**config.mk**
```make
export PLATFORM = sky130hd
export DESIGN_NAME = usb_line_conditioner_flat
export DESIGN_NICKNAME = d
export VERILOG_FILES = /design/src/rtl/usb_comms_pkg.sv /design/src/rtl/usb_line_conditioner_if.sv /design/src/rtl/usb_line_conditioner_sync2.sv /design/src/rtl/usb_line_conditioner.sv /design/src/flat_wrapper.sv
export SDC_FILE = /design/constraint.sdc
export NUM_CORES = 1
export LEC_CHECK = 0
export ABC_AREA = 1
export BUFFER_PORTS_ARGS = -buffer_cell sky130_fd_sc_hd__buf_2
export CORE_MARGIN = 2
export CORE_UTILIZATION = 30
export CTS_CLUSTER_SIZE = 14
export DETAILED_ROUTE_END_ITERATION = 12
export PLACE_DENSITY = 0.63
export SLEW_MARGIN = 10
export SYNTH_ARGS = -nofsm -noshare
export SYNTH_HDL_FRONTEND = slang
export SYNTH_HIERARCHICAL = 1
export SYNTH_SLANG_ARGS = --single-unit
export TNS_END_PERCENT = 10
```
**constraint.sdc**
```tcl
create_clock -name clk -period 3.2 [get_ports clk]
set_clock_uncertainty 0.2 [all_clocks]
set_input_delay 0.64 -clock clk [delete_from_list [all_inputs] [get_ports clk]]
set_output_delay 0.64 -clock clk [all_outputs]
set_load 0.02 [all_outputs]
```
**src/rtl/usb_comms_pkg.sv**
```systemverilog
// Shared types and register map for the USB status-line conditioner.
// Holds the debounce FSM state encoding and the Avalon-MM word addresses.
package usb_comms_pkg;

  typedef enum logic [1:0] {
    StStableLo = 2'd0,
    StQualHi   = 2'd1,
    StStableHi = 2'd2,
    StQualLo   = 2'd3
  } line_state_e;

  localparam logic [1:0] ADDR_STATUS   = 2'd0;
  localparam logic [1:0] ADDR_GLITCH   = 2'd1;
  localparam logic [1:0] ADDR_DEBOUNCE = 2'd2;

  // Wide enough for the largest legal DEBOUNCE_CYCLES (65535).
  localparam int unsigned QUAL_W = 16;

  function automatic line_state_e stable_state(input logic level);
    return level ? StStableHi : StStableLo;
  endfunction

endpackage

```
**src/rtl/usb_line_conditioner_if.sv**
```systemverilog
// Avalon-MM slave bus bundle for the USB line conditioner register block.
interface usb_line_conditioner_if;

  logic [1:0]  address;
  logic        chipselect;
  logic        write_n;
  logic [31:0] writedata;
  logic [31:0] readdata;

  modport master (
    output address,
    output chipselect,
    output write_n,
    output writedata,
    input  readdata
  );

  modport slave (
    input  address,
    input  chipselect,
    input  write_n,
    input  writedata,
    output readdata
  );

endinterface

```
**src/rtl/usb_line_conditioner_sync2.sv**
```systemverilog
// Two-flop synchroniser for the raw asynchronous USB status pin.
module usb_sync2 #(
  parameter bit RESET_LEVEL = 1'b1
) (
  input  logic clk,
  input  logic reset,
  input  logic d,
  output logic q
);

  logic meta_q, meta_d;
  logic sync_q, sync_d;

  always_comb begin
    meta_d = d;
    sync_d = meta_q;
  end

  always_ff @(posedge clk or posedge reset) begin
    if (reset) begin
      meta_q <= RESET_LEVEL;
      sync_q <= RESET_LEVEL;
    end else begin
      meta_q <= meta_d;
      sync_q <= sync_d;
    end
  end

  assign q = sync_q;

endmodule

```
**src/rtl/usb_line_conditioner.sv**
```systemverilog
// Debounces a USB status pin, emits edge strobes and exposes status over Avalon-MM.
// Define USB_LINE_GLITCH_CNT_EN to build the saturating glitch counter.
module usb_line_conditioner
  import usb_comms_pkg::*;
#(
  parameter int unsigned DEBOUNCE_CYCLES = 1000,
  parameter bit          RESET_LEVEL     = 1'b1,
  parameter int unsigned CNT_W           = 16
) (
  input  logic                   clk,
  input  logic                   reset,
  input  logic                   line_in,
  output logic                   line_out,
  output logic                   rise_pulse,
  output logic                   fall_pulse,
  usb_line_conditioner_if.slave  bus
);

  localparam logic [QUAL_W-1:0] QualLast = QUAL_W'(DEBOUNCE_CYCLES - 1);
  localparam logic [QUAL_W-1:0] QualOne  = QUAL_W'(1);

  logic sync_q;

  usb_sync2 #(
    .RESET_LEVEL (RESET_LEVEL)
  ) u_sync (
    .clk   (clk),
    .reset (reset),
    .d     (line_in),
    .q     (sync_q)
  );

  line_state_e       state_q, state_d;
  logic [QUAL_W-1:0] qual_q, qual_d;
  logic              line_q, line_d;
  logic              rise_q, rise_d;
  logic              fall_q, fall_d;
  logic [31:0]       readdata_q, readdata_d;
  logic              glitch_ev;
  logic              glitch_clr;
  logic [CNT_W-1:0]  glitch_cnt;

  // A mismatch during qualification is checked before completion, so a
  // level that flips on the final count is still a glitch.
  always_comb begin
    state_d   = state_q;
    qual_d    = qual_q;
    line_d    = line_q;
    rise_d    = 1'b0;
    fall_d    = 1'b0;
    glitch_ev = 1'b0;
    unique case (state_q)
      StStableLo: begin
        if (sync_q) begin
          state_d = StQualHi;
          qual_d  = QualOne;
        end
      end
      StStableHi: begin
        if (!sync_q) begin
          state_d = StQualLo;
          qual_d  = QualOne;
        end
      end
      StQualHi: begin
        if (!sync_q) begin
          state_d   = StStableLo;
          qual_d    = '0;
          glitch_ev = 1'b1;
        end else if (qual_q == QualLast) begin
          state_d = StStableHi;
          qual_d  = '0;
          line_d  = 1'b1;
          rise_d  = 1'b1;
        end else begin
          qual_d = qual_q + QualOne;
        end
      end
      StQualLo: begin
        if (sync_q) begin
          state_d   = StStableHi;
          qual_d    = '0;
          glitch_ev = 1'b1;
        end else if (qual_q == QualLast) begin
          state_d = StStableLo;
          qual_d  = '0;
          line_d  = 1'b0;
          fall_d  = 1'b1;
        end else begin
          qual_d = qual_q + QualOne;
        end
      end
      default: begin
        state_d = stable_state(RESET_LEVEL);
        qual_d  = '0;
      end
    endcase
  end

  always_ff @(posedge clk or posedge reset) begin
    if (reset) begin
      state_q <= stable_state(RESET_LEVEL);
      qual_q  <= '0;
      line_q  <= RESET_LEVEL;
      rise_q  <= 1'b0;
      fall_q  <= 1'b0;
    end else begin
      state_q <= state_d;
      qual_q  <= qual_d;
      line_q  <= line_d;
      rise_q  <= rise_d;
      fall_q  <= fall_d;
    end
  end

  assign line_out   = line_q;
  assign rise_pulse = rise_q;
  assign fall_pulse = fall_q;

  assign glitch_clr = bus.chipselect && !bus.write_n && (bus.address == ADDR_GLITCH);

`ifdef USB_LINE_GLITCH_CNT_EN
  logic [CNT_W-1:0] glitch_q, glitch_d;

  // Clear has priority over a coincident glitch; count saturates at all-ones.
  always_comb begin
    glitch_d = glitch_q;
    if (glitch_clr) begin
      glitch_d = '0;
    end else if (glitch_ev && (glitch_q != '1)) begin
      glitch_d = glitch_q + CNT_W'(1);
    end
  end

  always_ff @(posedge clk or posedge reset) begin
    if (reset) begin
      glitch_q <= '0;
    end else begin
      glitch_q <= glitch_d;
    end
  end

  assign glitch_cnt = glitch_q;
`else
  logic unused_glitch;
  assign unused_glitch = glitch_ev ^ glitch_clr;
  assign glitch_cnt    = '0;
`endif

  // Write data carries no meaning; the write itself is the command.
  logic unused_wdata;
  assign unused_wdata = ^bus.writedata;

  always_comb begin
    readdata_d = '0;
    case (bus.address)
      ADDR_STATUS:   readdata_d = {30'b0, sync_q, line_q};
      ADDR_GLITCH:   readdata_d = 32'(glitch_cnt);
      ADDR_DEBOUNCE: readdata_d = 32'(DEBOUNCE_CYCLES);
      default:       readdata_d = '0;
    endcase
  end

  always_ff @(posedge clk or posedge reset) begin
    if (reset) begin
      readdata_q <= '0;
    end else begin
      readdata_q <= readdata_d;
    end
  end

  assign bus.readdata = readdata_q;

endmodule

```
**src/flat_wrapper.sv**
```systemverilog
// flat-port wrapper written by rule: the top's interface ports become plain ports
module usb_line_conditioner_flat import usb_comms_pkg::*;
#(
  parameter int unsigned DEBOUNCE_CYCLES = 1000,
  parameter bit          RESET_LEVEL     = 1'b1,
  parameter int unsigned CNT_W           = 16
)
  (clk, reset, line_in, line_out, rise_pulse, fall_pulse, bus_address, bus_chipselect, bus_write_n, bus_writedata, bus_readdata);
  usb_line_conditioner_if bus_i ();
  input  logic clk;
  input  logic reset;
  input  logic line_in;
  output logic line_out;
  output logic rise_pulse;
  output logic fall_pulse;
  input wire logic [$bits(bus_i.address)-1:0] bus_address;
  input wire logic [$bits(bus_i.chipselect)-1:0] bus_chipselect;
  input wire logic [$bits(bus_i.write_n)-1:0] bus_write_n;
  input wire logic [$bits(bus_i.writedata)-1:0] bus_writedata;
  output wire logic [$bits(bus_i.readdata)-1:0] bus_readdata;
  assign bus_i.address = bus_address;
  assign bus_i.chipselect = bus_chipselect;
  assign bus_i.write_n = bus_write_n;
  assign bus_i.writedata = bus_writedata;
  assign bus_readdata = bus_i.readdata;
  usb_line_conditioner #(.DEBOUNCE_CYCLES(DEBOUNCE_CYCLES), .RESET_LEVEL(RESET_LEVEL), .CNT_W(CNT_W)) u_core (.clk(clk), .reset(reset), .line_in(line_in), .line_out(line_out), .rise_pulse(rise_pulse), .fall_pulse(fall_pulse), .bus(bus_i));
endmodule
```
==> flow_metrics.py <==
metrics = {
    "outcome": {
        "status": "complete, no violations",
    },
    "routing": {
        "avgViaCountPerCell": 4.19,
        "drtIter0Drc": 108,
        "dr.pass1.iters": 4,
        "wl_met2_um": 1320,
        "m1WireLength_um": 1370,
        "vias": 1207,
        "highest_layer": "met4",
        "drc": 0,
        "route.met3.wl_um": 127,
        "ant_nets": 0,
        "wl_um": 2830,
        "wl_per_cell_um": 9.82,
    },
    "logic_synthesis": {
        "synthCells": 207,
        "synth_edf_count": 0,
        "synth_area_um2": 1590,
        "yosysUniqueCellTypes": 29,
        "async_flop_share_pct": 100,
        "yosys_register_bits": 26,
        "synth_top_flop_cell": "dfrtp_1",
        "syn_area_per_cell_um2": 7.66,
        "synth_warnings": 6,
        "yosysSeqAreaShare_pct": 41.4,
    },
    "placed_design": {
        "hpwl_um": 2140,
        "port_buffers": 15,
        "place.gp.congestion": 0.817,
        "placed_cells": 284,
    },
    "timing": {
        "setup_viol": 0,
        "hold_viol_final": 0,
        "grt_setup_unrepaired": "false",
        "min_period_ns": 1.93,
        "fmax_mhz": 517,
        "finalMaxSlewViolations": 0,
        "slew-limit-headroom_pct": 39.7,
        "max_slew.worst_pin.slew_ns": 0.904,
        "final.setup.tns_ns": 0,
        "fin_crit_sh_pct": 60.5,
    },
    "worst_setup_path": {
        "cp.required_ns": 3.19,
        "slowest_delay_ns": 0.42,
        "crit_path_end_kind": "register",
        "cpMostUsedCell": "nor2_4",
        "cp_data_arrival_time_ns": 1.92,
        "critPathLaunchType": "register",
        "critPathTopFamily": "simple AND/OR/NAND/NOR gates",
        "path_buf_inv": 1,
        "cp_max_fo": 14,
        "crit_chain": "ha_1 -> nand2_2 -> nor2_1 -> nand2_1 -> nor2_4 -> nor2_4 -> inv_1 -> o21ai_0",
        "path_class": "register to register",
        "slowest_stage": "dfrtp_1",
    },
    "clocking": {
        "cts_setup_buffers": 0,
        "cts_buffer_depth": 2,
        "htree_levels": 1,
        "numCtsBuffers": 3,
        "cts_tree": "built",
        "cts.sinks": 26,
        "postCtsResizedCells": 0,
        "clock_latency_ns": 0.27,
        "path_clk_slew_ns": 0.08,
        "root_buffer": "clkbuf_8",
        "hold_buffers": 0,
    },
    "cells_and_area": {
        "area_growth_pct": 5.52,
        "fillerInstances": 546,
        "final_common_cell": "nand2_1",
        "fin_cells": 288,
        "diodes": 0,
        "final_cell_mix": "43 x nand2_1, 28 x inv_1, 24 x conb_1",
        "final_layout_size_suffix_gt1_share_pct": 14.2,
        "final_util_pct": 32.8,
        "fin_nets": 259,
    },
    "power": {
        "p_leak_nw": 0.806,
        "vdd_drop_max_mv": 0.226,
        "p_per_area_nw_per_um2": 521,
    },
    "die": {
        "die_y_um": 76.7,
        "die_area_um2": 5880,
        "pin_count": 74,
        "die_width_um": 76.7,
        "core_area_um2": 5110,
        "rows": 26,
        "start_util_pct": 31.0,
    },
    "run": {
        "cap_violations": 0,
    },
    "grt": {
        "track_usage_pct": 10.0,
        "grt_start_max_net_pins": 25,
        "overflow": 0,
        "grt_antenna_before_repair": 0,
        "grt_pass1_vias": 1097,
        "grt_pass1_wl_um": 4870,
    },
    "min_path": {
        "worst_hold_path_type": "register to register",
    },
}
==> state kept, by name, indices dropped and copies added (netlist names), named ones only <==
signal	flops
u_core/fall_pulse	1
u_core/rise_pulse	1
u_core/bus.readdata	3
u_core/line_out	1
u_core/state_q	1
u_core/u_sync/q	1
u_core/qual_q	16
u_core/u_sync/meta_q	1
==> cells in the mapped netlist (2+ instances only) <==
cell | instances | area (um^2)
nand2_1 | 43 | 161
buf_4 | 29 | 218
inv_1 | 28 | 105
dfrtp_1 | 22 | 551
nor2_1 | 22 | 82.6
nand3_1 | 14 | 70.1
o21ai_0 | 9 | 45.0
o21ai_1 | 5 | 25.0
dfstp_2 | 4 | 105
nand4_1 | 4 | 25.0
nor3_1 | 4 | 20.0
o22ai_1 | 3 | 18.8
a21oi_1 | 2 | 10.0
nand2_2 | 2 | 12.5
nor2_4 | 2 | 22.5
==> cell families after synthesis <==
logic type | count (synthesis) | share of synthesized area, %
simple gates | 95 | 26.8
buf+inv | 59 | 21.3
flops | 26 | 41.4
compound gates | 23 | 8.45
xor+xnor | 2 | 1.11
fa+ha+maj | 1 | 0.789
other cells | 1 | 0.237
==> power by group <==
group	internal [mW]	switching, mW	total, mW
clock network	0.167	0.104	0.271
logic	0.0497	0.167	0.217
registers	0.361	0.0225	0.383
total	0.578	0.294	0.872
==> per-layer routing <==
layer,GRT usage [%],vias to the layer above
li1,-,623
met1,13.5,548
met2,16.5,34
met3,2.94,2
met4,1.09,0
met5,0,-
==> worst paths after layout <==
check,cells after the start,end,slack [ns],from
min in group asynchronous,2,u_core/u_sync/meta_q$_DFF_PP1_,0.19,reset
setup / recovery,8,u_core/qual_q[2]$_DFFE_PP0P_,1.27,u_core/qual_q[1]$_DFFE_PP0P_
hold / removal,0,u_core/u_sync/q$_DFF_PP1_,0.16,u_core/u_sync/meta_q$_DFF_PP1_
setup reg to reg,8,u_core/qual_q[2]$_DFFE_PP0P_,1.27,u_core/qual_q[1]$_DFFE_PP0P_
hold reg to reg,0,u_core/u_sync/q$_DFF_PP1_,0.16,u_core/u_sync/meta_q$_DFF_PP1_
max in group asynchronous,2,u_core/qual_q[9]$_DFFE_PP0P_,1.88,reset
==> per-stage QoR <==
| step | worst slack (ns) | cell area [um^2] | power [mW] | hold slack, ns |
|---|---|---|---|---|
| after floorplan | 1.62 | 1670 | 0.596 | 0.145 |
| final | 1.27 | 1670 | 0.872 | 0.159 |
| after global routing | 1.12 | 1670 | 0.928 | 0.170 |
| after detailed placement | 1.28 | 1600 | 0.609 | 0.147 |
| after CTS | 1.26 | 1670 | 0.883 | 0.160 |
| after global placement | 1.25 | 1600 | 0.608 | 0.146 |
==> area by class of cell <==
| type | instances | area (um^2) | share of cell area [%] |
|---|---|---|---|
| timing repair buffer | 15 | 75.1 | 4.49 |
| tap | 70 | 87.6 | 5.24 |
| sequential | 26 | 656 | 39.2 |
| clock buffer | 3 | 41.3 | 2.47 |
| inverter | 28 | 105 | 6.28 |
| multi-input combinational | 145 | 678 | 40.5 |
| clock inverter | 1 | 30.0 | 1.80 |
(Power assumes the default switching activity.)
